==> config.mk <==
export PLATFORM = sky130hd
export DESIGN_NAME = bus_arbiter
export DESIGN_NICKNAME = d
export VERILOG_FILES = /design/src/rtl/bus_arbiter.sv
export SDC_FILE = /design/constraint.sdc
export NUM_CORES = 1
export LEC_CHECK = 0
export ABC_CLOCK_PERIOD_IN_PS = 1900
export BUFFER_PORTS_ARGS = -buffer_cell sky130_fd_sc_hd__buf_2
export CORE_ASPECT_RATIO = 0.6
export CORE_MARGIN = 2
export CORE_UTILIZATION = 49
export CTS_CLUSTER_SIZE = 28
export DETAILED_ROUTE_END_ITERATION = 7
export HOLD_SLACK_MARGIN = 0.12
export PLACE_DENSITY = 0.78
export SLEW_MARGIN = 10
export SYNTH_ARGS = -nofsm -noshare
export SYNTH_HDL_FRONTEND = slang
export SYNTH_SLANG_ARGS = --single-unit
==> constraint.sdc <==
create_clock -name clk -period 1.9 [get_ports clk]
set_clock_uncertainty 0.15 [all_clocks]
set_input_delay 0.285 -clock clk [delete_from_list [all_inputs] [get_ports clk]]
set_output_delay 0.285 -clock clk [all_outputs]
set_load 0.005 [all_outputs]
==> src/rtl/bus_arbiter.sv <==
// bus_arbiter
//   Round-robin arbiter between the AES and SHA control FSMs for the shared
//   8-bit data bus. The winning FSM gets a one-cycle grant pulse. Its command
//   word {address, opcode} is latched during that pulse and then sent out one
//   byte at a time with a valid/ready handshake. The opcode byte goes first,
//   then the address bytes, least significant first.
//
//   Optional build macro: ARB_TIMEOUT_EN
//     When it is defined, a transfer that stalls for TIMEOUT cycles is
//     aborted and err pulses for one cycle. When it is not defined, err is
//     tied to 0 and a stalled transfer waits for bus_ready indefinitely.
//
//   Ports:
//     clk        system clock
//     rst        synchronous active-high reset
//     req_aes    bus request from the AES FSM
//     data_aes   AES command word: [ADDRW+7:8] address, [7:0] opcode
//     grant_aes  one-cycle grant pulse to the AES FSM
//     req_sha    bus request from the SHA FSM
//     data_sha   SHA command word, same layout as data_aes
//     grant_sha  one-cycle grant pulse to the SHA FSM
//     bus_data   byte driven onto the data bus
//     bus_valid  bus_data is valid
//     bus_ready  the bus sink accepts the byte this cycle
//     busy       a transfer is in progress (GRANT or SEND)
//     err        timeout abort pulse (tied to 0 without ARB_TIMEOUT_EN)
module bus_arbiter #(
    parameter int ADDRW     = 24,
    parameter int NREQ_BITS = 1,
    parameter int TIMEOUT   = 255
) (
    input  logic             clk,
    input  logic             rst,
    input  logic             req_aes,
    input  logic [ADDRW+7:0] data_aes,
    output logic             grant_aes,
    input  logic             req_sha,
    input  logic [ADDRW+7:0] data_sha,
    output logic             grant_sha,
    output logic [7:0]       bus_data,
    output logic             bus_valid,
    input  logic             bus_ready,
    output logic             busy,
    output logic             err
);

    localparam int CMDW   = ADDRW + 8;
    localparam int NBYTES = CMDW / 8;
    localparam int CNTW   = $clog2(NBYTES) + 1;

    localparam logic [CNTW-1:0]      CNT_ONE    = CNTW'(1);
    localparam logic [CNTW-1:0]      CNT_NBYTES = CNTW'(NBYTES);
    localparam logic [NREQ_BITS-1:0] SEL_AES    = NREQ_BITS'(0);
    localparam logic [NREQ_BITS-1:0] SEL_SHA    = NREQ_BITS'(1);

    // The byte serializer needs a whole number of bytes, and the stall limit
    // must be at least one cycle.
    if ((ADDRW % 8) != 0 || TIMEOUT < 1) begin : g_bad_cfg
        $error("bus_arbiter: ADDRW must be a multiple of 8 and TIMEOUT >= 1");
    end

    typedef enum logic [1:0] {
        IDLE  = 2'd0,
        GRANT = 2'd1,
        SEND  = 2'd2
    } state_t;

    state_t                state, state_nxt;
    logic [NREQ_BITS-1:0]  winner, winner_nxt;
    logic [NREQ_BITS-1:0]  last_grant;
    logic [CMDW-1:0]       cmd_reg;
    logic [CNTW-1:0]       byte_cnt;
    logic [CNTW-1:0]       len;
    logic [CMDW-1:0]       sel_data;
    logic [CMDW-1:0]       cmd_shifted;
    logic                  accept;
    logic                  last_byte;
    logic                  stall_hit;

    assign sel_data    = (winner == SEL_AES) ? data_aes : data_sha;
    assign accept      = (state == SEND) && bus_ready;
    assign last_byte   = ((byte_cnt + CNT_ONE) == len);
    assign cmd_shifted = cmd_reg >> {byte_cnt, 3'b000};

    assign bus_valid = (state == SEND);
    // Drive zeros when the bus is idle so that bus_data is 0 outside a transfer.
    assign bus_data  = (state == SEND) ? cmd_shifted[7:0] : 8'h00;
    assign busy      = (state != IDLE);

`ifdef ARB_TIMEOUT_EN
    localparam int STW = $clog2(TIMEOUT + 1);

    logic [STW-1:0] stall_cnt;
    logic           err_q;

    // The check is made on the TIMEOUT-th consecutive stall cycle, so the
    // abort takes effect on that edge. err is high in the first IDLE cycle
    // that follows.
    assign stall_hit = (state == SEND) && !bus_ready &&
                       (stall_cnt == STW'(TIMEOUT - 1));

    always_ff @(posedge clk) begin
        if (rst) begin
            stall_cnt <= '0;
            err_q     <= 1'b0;
        end else begin
            err_q <= stall_hit;
            if (stall_hit || state != SEND || bus_ready) begin
                stall_cnt <= '0;
            end else begin
                stall_cnt <= stall_cnt + STW'(1);
            end
        end
    end

    assign err = err_q;
`else
    assign stall_hit = 1'b0;
    assign err       = 1'b0;
`endif

    always_ff @(posedge clk) begin
        if (rst) begin
            state  <= IDLE;
            winner <= SEL_AES;
        end else begin
            state  <= state_nxt;
            winner <= winner_nxt;
        end
    end

    always_comb begin
        state_nxt  = state;
        winner_nxt = winner;
        grant_aes  = 1'b0;
        grant_sha  = 1'b0;
        case (state)
            IDLE: begin
                if (req_aes && req_sha) begin
                    // On a tie, the requester that was not served last wins.
                    winner_nxt = (last_grant == SEL_AES) ? SEL_SHA : SEL_AES;
                    state_nxt  = GRANT;
                end else if (req_aes) begin
                    winner_nxt = SEL_AES;
                    state_nxt  = GRANT;
                end else if (req_sha) begin
                    winner_nxt = SEL_SHA;
                    state_nxt  = GRANT;
                end
            end
            GRANT: begin
                grant_aes = (winner == SEL_AES);
                grant_sha = (winner == SEL_SHA);
                state_nxt = SEND;
            end
            SEND: begin
                if (accept && last_byte) begin
                    state_nxt = IDLE;
                end else if (stall_hit) begin
                    state_nxt = IDLE;
                end
            end
            default: state_nxt = IDLE;
        endcase
    end

    always_ff @(posedge clk) begin
        if (rst) begin
            cmd_reg    <= '0;
            byte_cnt   <= '0;
            len        <= '0;
            last_grant <= SEL_SHA;
        end else begin
            case (state)
                GRANT: begin
                    // The requesting FSM holds its word steady while it waits,
                    // so capturing the word during the grant cycle is safe.
                    cmd_reg    <= sel_data;
                    last_grant <= winner;
                    byte_cnt   <= '0;
                    // Opcode low bits 2'b11 mark a hash-op command. It has no
                    // address payload, so only the opcode byte is sent.
                    len        <= (sel_data[1:0] == 2'b11) ? CNT_ONE : CNT_NBYTES;
                end
                SEND: begin
                    if (accept) begin
                        byte_cnt <= byte_cnt + CNT_ONE;
                    end
                end
                default: ;
            endcase
        end
    end

endmodule

==> results_dict.tcl, run 1 <==
set metrics [dict create \
    timing.critical_path.arrival_ns 1.56 \
    layout.cells.most_common "buf_2" \
    largest_reg_flops 32 \
    ys_warn_count 0 \
    start_util 0.502 \
    critical_path_peak_fanout 5 \
    grt_setup_unrepaired "true" \
    row_count 19 \
    antenna_found_initial 0 \
    globalRoute.totalOverflow 0 \
    synth_fp_nets 290 \
    detail_route.wl_per_cell_um 14.7 \
    mapped_area_um2 2260 \
    post_dp_cell_area_um2 2710 \
    critical_path_required_ns 1.46 \
    number_of_hold_slack_violations_in_the_final_timing_report 0 \
    ios 82 \
    failed_checks "negative setup slack" \
    post_drt_via_cell_ratio 5.32 \
    synth.distinct_cells 37 \
    synth_seq_cells 41 \
    yosysTopAreaCellShare 0.364 \
    biggest_area_consumer_among_synthesized_cells "dfxtp_1" \
    area_delta_synth_final_pct 25.8 \
    finalWorstPathRequiredPeriod_ns 2.00 \
    start_kind "register" \
    outcome "finished with violations" \
    maxClockFrequency_mhz 501 \
    timing.final.setup_violations 8 \
    design.final.nets 369 \
    drc 0 \
    firstDrtPassIters 4 \
    cts_sink_cnt 41 \
    uppermost_signal_routing_layer_after_detailed_routing "met4" \
    die_height_um 56.6 \
    route.met2.wl_mm 2.20 \
    via_count 1927 \
    timing.setup.tns_ns -0.582 \
    cpLargestDelayFamily "multiplexers" \
    finalCritPeriodShare 1.05 \
    port_buffers 80 \
    synthesis.area_per_instance_um2 10.3 \
    grt_use_total 0.214 \
    hpwl_mm 3.87 \
    critPathBufInv 2 \
    cap_viol_max_count 0 \
    post_route_cells_drive_above_1_share 0.435 \
    ant_nets 0 \
    cts_made_buffers 5 \
    worstHoldPathType "in2reg" \
    antenna_cells 0 \
    wl_met1_mm 2.61 \
    synth.top_cells.by_area "dfxtp_1 (36%), mux2i_1 (13%), a211oi_2 (10%), mux4_2 (8.0%), nor2_1 (5.8%)" \
    vdd_drop_max_mv 0.293 \
    clock_tree.buffer_depth 2 \
    design.die.area_um2 5180 \
    placeableCoreArea_um2 4490 \
    routability_congestion 0.810 \
    timing.critical_path.to_type "output port" \
    setup_ws_ns -0.0972 \
    most_frequent_cells_in_the_layout "buf_2 (80), dfxtp_1 (38), nor2_1 (35)" \
    powerDensity_nw_per_um2 768 \
    wl_met3_um 444 \
    grt_first_pass_wirelength_mm 8.46 \
    clockRootBuffer "clkbuf_8" \
    insertion_delay_ns 0.30 \
    cp_slowest_stage_delay_ns 0.49 \
    syn_inst 220 \
    p_leak_nw 1.14 \
    timing.final.max_slew_violations 0 \
    routed_wl_mm 5.31 \
    cp_cell_sequence "clkbuf_16, mux4_2, nor2b_1, buf_2" \
    grt_start_max_net_pins 35 \
    cts_tree "built" \
    layout.cell_area.non_filler_um2 2840 \
    fillers 393 \
    portion_of_the_post_synthesis_area_used_by_sequential_elements 0.364 \
    initialDrtViolationCount 123 \
    clk_pin_slew_worst_paths_ns 0.08 \
    htree_num_levels 2 \
    grt_pass1_vias 1696 \
    critical-path-slowest-cell "mux4_2" \
    setup.worst_path.class "reg2out" \
    chipWidth_um 91.6 \
]
-- cells by family after synthesis --
group / count (synthesis) / share of synthesized area
xor gates and xnor gates: 3 / 0.0116
AOI/OAI and AO/OA: 46 / 0.182
and+or+nand+nor: 68 / 0.159
DFF: 41 / 0.364
buffers and inverters: 22 / 0.0637
adders and majority gates: 1 / 0.00554
muxes: 38 / 0.213
other: 1 / 0.00166
-- path summary, 6_finish.rpt --
kind                                  start           to  slack (ns)  cells after the start
worst max-delay path            byte_cnt[0]  bus_data[7]        -0.1                      4
worst min-delay path                req_aes     state[0]        0.14                      3
worst max register to register  byte_cnt[0]  byte_cnt[1]        0.25                      6
worst min register to register   last_grant   last_grant        0.32                      1
-- synth_stat cells, drive strengths merged --
library cell and n:
dfxtp 41, nor2 35, a211oi 33, mux2i 30, buf 15, nor2b 11, mux4 8, a21oi 6
and2 5, clkbuf 5, o21ai 5, nand2 3, nor3 3, inv 2, nand2b 2, xnor2 2
a211o 1, and2b 1, and3b 1, conb 1, ha 1, nand3 1, nand3b 1, nor3b 1
nor4 1, nor4b 1, nor4bb 1, o31a 1, or2 1, xor2 1
-- final cells by class --
class,instances,area [µm²],area share
repair buffers,92,548,0.193
clock buffers,7,86.3,0.0304
inverters,2,7.51,0.00264
well taps,63,78.8,0.0278
multi-input cells,157,1290,0.455
flip-flops and latches,41,827,0.291
-- worst min-delay path: stages --
cell    delay, ns
buf_2        0.11
nor2_1       0.10
nor3_1       0.05
-- where the power goes --
group,leakage [nW],switching [W],internal (W)
Sequential,0.339,0.0000702,0.000957
Clock,0.0443,0.000285,0.000288
Combinational,0.754,0.000286,0.000295
Total,1.14,0.000641,0.00154
-- stage by stage --
| step | utilization | setup WS (ns) | power [W] | hold WS [ns] | std cells |
|---|---|---|---|---|---|
| global placement | 0.602 | 0.207 | 0.00159 | 0.305 | 352 |
| global route | 0.632 | -0.145 | 0.00230 | 0.152 | 362 |
| floorplan | - | 0.260 | 0.00144 | 0.271 | 220 |
| detailed placement | 0.602 | 0.184 | 0.00161 | 0.304 | 352 |
| CTS | 0.626 | -0.105 | 0.00218 | 0.133 | 361 |
| finish | 0.632 | -0.0972 | 0.00218 | 0.136 | 362 |
-- timing repair --
item	4_1_cts	5_1_grt
setup endpoints to repair	8	8
hold buffers	1	0
setup buffers	1	0
cloned	0	1
endpoints found under the hold margin	2	0
gates resized for setup	2	1
-- metal layers --
metal  vias up  track usage
met2        71        0.286
met1       904        0.333
li1        947            -
met3         5       0.0510
met5         -            0
met4         0       0.0714
Power figures use the tool's default switching activity.
==> run 2, diff against run 1 <==
--- a/config.mk
+++ b/config.mk
@@ -13,7 +13,7 @@
 export CTS_CLUSTER_SIZE = 28
 export DETAILED_ROUTE_END_ITERATION = 7
 export HOLD_SLACK_MARGIN = 0.12
-export PLACE_DENSITY = 0.78
+export PLACE_DENSITY_LB_ADDON = 0.25
 export SLEW_MARGIN = 10
 export SYNTH_ARGS = -nofsm -noshare
 export SYNTH_HDL_FRONTEND = slang
==> results_dict.tcl, run 2 (same netlist as run 1, synthesis figures left out) <==
set metrics [dict create \
    detail_route.wl_per_cell_um 14.1 \
    ant_nets 0 \
    critical_path_required_ns 1.46 \
    insertion_delay_ns 0.29 \
    globalRoute.totalOverflow 0 \
    post_drt_via_cell_ratio 5.25 \
    routed_wl_mm 5.15 \
    setup.worst_path.class "reg2out" \
    finalWorstPathRequiredPeriod_ns 2.02 \
    timing.setup.tns_ns -0.755 \
    ios 82 \
    initialDrtViolationCount 104 \
    finalCritPeriodShare 1.06 \
    area_delta_synth_final_pct 28.4 \
    number_of_hold_slack_violations_in_the_final_timing_report 0 \
    clock_tree.buffer_depth 2 \
    htree_num_levels 2 \
    drc 0 \
    instances_no_fill 366 \
    maxClockFrequency_mhz 495 \
    via_count 1922 \
    failed_checks "negative setup slack" \
    grt_use_total 0.207 \
    hpwl_mm 3.87 \
    power.internal_w 0.00159 \
    row_count 19 \
    vdd_drop_max_mv 0.354 \
    timing.critical_path.to_type "output port" \
    layout.cells.most_common "buf_2" \
    sw_frac_of_total 0.290 \
    port_buffers 80 \
    worstSetupEndpoint "bus_data[4]" \
    reg2regPathDepth 5 \
    start_util 0.502 \
    clk_pin_slew_worst_paths_ns 0.08 \
    totalPowerFinal_w 0.00224 \
    grt_start_max_net_pins 31 \
    rrSetupSlack_ns 0.24 \
    cap_viol_max_count 0 \
    chipWidth_um 91.6 \
    largest_reg_flops 32 \
    powerDensity_nw_per_um2 773 \
    share_clk_of_total_power 0.278 \
    firstDrtPassIters 4 \
    grt_pass1_vias 1687 \
    placeableCoreArea_um2 4490 \
    seq_power_share 0.458 \
    antenna_found_initial 0 \
    post-place-cells 352 \
    routability_congestion 0.874 \
    design.final.nets 372 \
    start_kind "register" \
    cts_tree "built" \
    share_comb_of_total_power 0.264 \
    switching_power_w 0.000649 \
    outcome "finished with violations" \
    grt_setup_unrepaired "true" \
    worstHoldPathType "in2reg" \
    die_height_um 56.6 \
    finalHoldWorstSlack_ns 0.183 \
    clockRootBuffer "clkbuf_8" \
    r2r-start "byte_cnt[0]" \
    setup_ws_ns -0.120 \
    cts_sink_cnt 41 \
    timing.critical_path.arrival_ns 1.58 \
    setup.worst_path.start "byte_cnt[0]" \
    timing.final.setup_violations 8 \
    most_frequent_cells_in_the_layout "buf_2 (80), dfxtp_1 (38), nor2_1 (35)" \
    critical_path.reg2reg.endpoint "state[1]" \
    cts_made_buffers 5 \
    critical_path_peak_fanout 7 \
    antenna_cells 0 \
    p_leak_nw 1.17 \
    post_route_cells_drive_above_1_share 0.449 \
    utilization 0.645 \
    design.die.area_um2 5180 \
    timing.final.max_slew_violations 0 \
    grt_first_pass_wirelength_mm 8.34 \
]
==> run 2: cell types whose count changed in the layout (fill, tap and decap cells not counted) <==
cell           previous run  this run
nor2b_1                  10         8
clkbuf_8                  6         7
dlygate4sd3_1             1         2
buf_4                     7         9
clkbuf_1                  1         0
nor2b_4                   1         3
clkbuf_16                 1         0
clkinv_2                  0         1
buf_16                    0         1
==> run 2: critical path, stage by stage (launching register included) <==
cell,delay [ns]
dfxtp_4,0.39
buf_12,0.14
mux4_2,0.49
nor2b_4,0.14
buf_2,0.14
==> run 2: repair_timing <==
item                                    CTS  global route
pin swaps                                 0             0
resized for setup                         6             1
endpoints found under the hold margin     2             0
buffers inserted                          1             2
gates cloned                              1             0
hold buffers                              2             0
endpoints found under the setup margin    8             9
==> run 2: worst min-delay path by stage <==
stage	depth (start not counted)	from	endpoint
after global routing	3	data_aes[12]	cmd_reg[12]
after global placement	1	last_grant	last_grant
after detailed placement	1	last_grant	last_grant
final	3	data_aes[30]	cmd_reg[30]
after CTS	3	data_aes[30]	cmd_reg[30]
after floorplan	2	req_sha	winner
==> run 2: routing by layer <==
layer  GRT usage  vias to the layer above  share of wire  wire length (µm)
met5           0                        -              0                 0
met4      0.0433                        0         0.0049                25
met3      0.0470                        4          0.065               335
met2       0.293                       68           0.41              2110
met1       0.321                      889           0.52              2680
li1            -                      961              -                 -
==> run 2: power by group through the flow <==
stage | Combinational [W] | Clock (W) | Sequential, W
5_1_grt | 0.000648 | 0.000664 | 0.00104
6_report | 0.000590 | 0.000623 | 0.00103
4_1_cts | 0.000584 | 0.000633 | 0.00102
3_3_place_gp | 0.000551 | 0 | 0.00104
2_1_floorplan | 0.000428 | 0 | 0.00101
3_5_place_dp | 0.000565 | 0 | 0.00104
==> run 2: per-stage QoR <==
step	setup WS, ns	instance area, µm²
global route	-0.173	2900
CTS	-0.134	2880
global placement	0.185	2710
detailed placement	0.153	2710
finish	-0.120	2900
floorplan	0.260	2260
==> run 2: area by class of cell <==
class,instances,area [µm²]
fillers,369,1600
multi-input cells,157,1310
flip-flops and latches,41,827
repair buffers,95,576
clock buffers,7,96.3
well taps,63,78.8
inverters,2,7.51
clock inverters,1,5.00
==> run 3, diff against run 2 <==
--- a/config.mk
+++ b/config.mk
@@ -8,12 +8,12 @@
 export ABC_CLOCK_PERIOD_IN_PS = 1900
 export BUFFER_PORTS_ARGS = -buffer_cell sky130_fd_sc_hd__buf_2
 export CORE_ASPECT_RATIO = 0.6
-export CORE_MARGIN = 2
 export CORE_UTILIZATION = 49
 export CTS_CLUSTER_SIZE = 28
 export DETAILED_ROUTE_END_ITERATION = 7
 export HOLD_SLACK_MARGIN = 0.12
 export PLACE_DENSITY_LB_ADDON = 0.25
+export RECOVER_POWER = 25
 export SLEW_MARGIN = 10
 export SYNTH_ARGS = -nofsm -noshare
 export SYNTH_HDL_FRONTEND = slang
==> results_dict.tcl, run 3 (same netlist as run 1, synthesis figures left out) <==
set metrics [dict create \
    cpLargestDelayFamily "multiplexers" \
    cts_sink_cnt 41 \
    routability_congestion 0.794 \
    design.final.nets 370 \
    share_clk_of_total_power 0.262 \
    critical_path_required_ns 1.46 \
    routed_wl_mm 4.83 \
    number_of_hold_slack_violations_in_the_final_timing_report 0 \
    htree_num_levels 2 \
    grtUsageMet2 0.294 \
    grt_first_pass_wirelength_mm 7.42 \
    post_route_cells_drive_above_1_share 0.430 \
    clock_tree.buffer_depth 2 \
    start_kind "register" \
    chipWidth_um 89.6 \
    die_height_um 54.6 \
    placement.setup.worst_slack_ns 0.209 \
    failed_checks "negative setup slack" \
    reg2regPathDepth 3 \
    r2r-start "winner" \
    finalCritPeriodShare 1.02 \
    clockRootBuffer "clkbuf_8" \
    cts_made_buffers 5 \
    p_leak_nw 1.12 \
    timing.final.max_slew_violations 0 \
    switching_power_w 0.000618 \
    setup_ws_ns -0.0464 \
    largest_reg_flops 32 \
    sw_frac_of_total 0.288 \
    globalRouteMet1Util 0.325 \
    finalWorstPathRequiredPeriod_ns 1.95 \
    multi_input_comb_area_um2 1300 \
    drc 0 \
    antenna_cells 0 \
    most_frequent_cells_in_the_layout "buf_2 (78), dfxtp_1 (38), nor2_1 (35)" \
    ios 82 \
    timing_worst_slew_pin_value_ns 0.670 \
    worstHoldPathType "in2reg" \
    seq_power_share 0.481 \
    start_util 0.530 \
    cp_slowest_stage_delay_ns 0.50 \
    port_buffers 80 \
    grt.busiest_layer "met1" \
    maxClockFrequency_mhz 514 \
    firstDrtPassIters 4 \
    hpwl_mm 3.61 \
    cap_viol_max_count 0 \
    layout.cell_area.non_filler_um2 2810 \
    cts_tree "built" \
    detail_route.wl_per_cell_um 13.4 \
    timing.setup.tns_ns -0.250 \
    design.die.area_um2 4890 \
    globalRoute.totalOverflow 0 \
    gr-usage-met3 0.0498 \
    critical_path_peak_fanout 5 \
    critPathBufInv 2 \
    layout.cells.most_common "buf_2" \
    fillers 366 \
    via_count 1856 \
    placeableCoreArea_um2 4260 \
    post_drt_via_cell_ratio 5.16 \
    share_comb_of_total_power 0.257 \
    power.internal_w 0.00153 \
    worst_hold_startpoint "data_aes[3]" \
    powerDensity_nw_per_um2 764 \
    ant_nets 0 \
    grt_use_total 0.212 \
    clk_pin_slew_worst_paths_ns 0.07 \
    timing.hold.worst_path_depth 3 \
    grt_start_max_net_pins 41 \
    setup.worst_path.class "reg2out" \
    cp_cell_sequence "buf_6, mux4_2, nor2b_4, buf_2" \
    row_count 18 \
    grt_setup_unrepaired "true" \
    critical_path.reg2reg.endpoint "cmd_reg[20]" \
    rrSetupSlack_ns 0.11 \
    antenna_found_initial 0 \
    grt_pass1_vias 1539 \
    initialDrtViolationCount 94 \
    insertion_delay_ns 0.29 \
    outcome "finished with violations" \
    area_delta_synth_final_pct 24.6 \
    utilization 0.661 \
    critical-path-slowest-cell "mux4_2" \
    timing.final.setup_violations 8 \
    timing.critical_path.arrival_ns 1.51 \
    post_dp_cell_area_um2 2680 \
    relSlewSlack 0.553 \
    hold_end "cmd_reg[3]" \
    vdd_drop_max_mv 0.373 \
    layout.area.seq_um2 825 \
    timing.critical_path.to_type "output port" \
]
==> run 3: cell count changes in the layout (fill, tap and decap cells not counted), sizes merged <==
cell,before,now
buf,93,87
clkbuf,7,11
clkinv,1,0
==> run 3: power groups by stage <==
stage	sequential [W]	clock, W	combinational, W
floorplan	0.00101	0	0.000428
global placement	0.00105	0	0.000534
detailed placement	0.00105	0	0.000545
CTS	0.00103	0.000580	0.000557
global route	0.00105	0.000605	0.000613
finish	0.00103	0.000563	0.000552
==> run 3: final cells by class <==
type,instances,area share
repair buffers,93,0.184
clock buffers,7,0.0307
well taps,60,0.0267
inverters,2,0.00267
multi-input cells,157,0.463
flip-flops and latches,41,0.293
==> run 3: worst max path at each step <==
stage | slack (ns) | cells past startpoint | endpoint | startpoint
after floorplan | 0.26 | 3 | bus_data[0] | byte_cnt[0]
after global placement | 0.22 | 4 | bus_data[1] | byte_cnt[0]
after detailed placement | 0.21 | 4 | bus_data[1] | byte_cnt[0]
after CTS | -0.07 | 4 | bus_data[2] | byte_cnt[0]
after global routing | -0.10 | 4 | bus_data[4] | byte_cnt[0]
final | -0.05 | 4 | bus_data[4] | byte_cnt[0]
==> run 3: worst register-to-register path, stage by stage, from the launching register on <==
cell	delay [ns]
dfxtp_1	0.52
clkbuf_4	0.53
mux2i_1	0.36
a211oi_2	0.10
==> run 3: repair_timing <==
action | in CTS | in global routing
hold buffers | 2 | 0
setup buffers | 2 | 1
endpoints found under the hold margin | 2 | 0
gates resized for setup | 5 | 3
setup endpoints to repair | 8 | 8
pin swaps | 0 | 0
==> run 3: through the flow <==
| step | hold slack [ns] | total power [W] | std cells |
|---|---|---|---|
| global placement | 0.302 | 0.00159 | 348 |
| floorplan | 0.271 | 0.00144 | 220 |
| finish | 0.181 | 0.00215 | 360 |
| detailed placement | 0.311 | 0.00160 | 348 |
| CTS | 0.174 | 0.00217 | 359 |
| global route | 0.196 | 0.00226 | 360 |
==> run 3: per-layer routing <==
| metal | part of all wire | wire, µm | vias to the layer above |
|---|---|---|---|
| met2 | 0.40 | 1930 | 71 |
| met5 | 0 | 0 | - |
| li1 | - | - | 952 |
| met3 | 0.060 | 292 | 0 |
| met1 | 0.54 | 2610 | 833 |
| met4 | 0 | 0 | 0 |
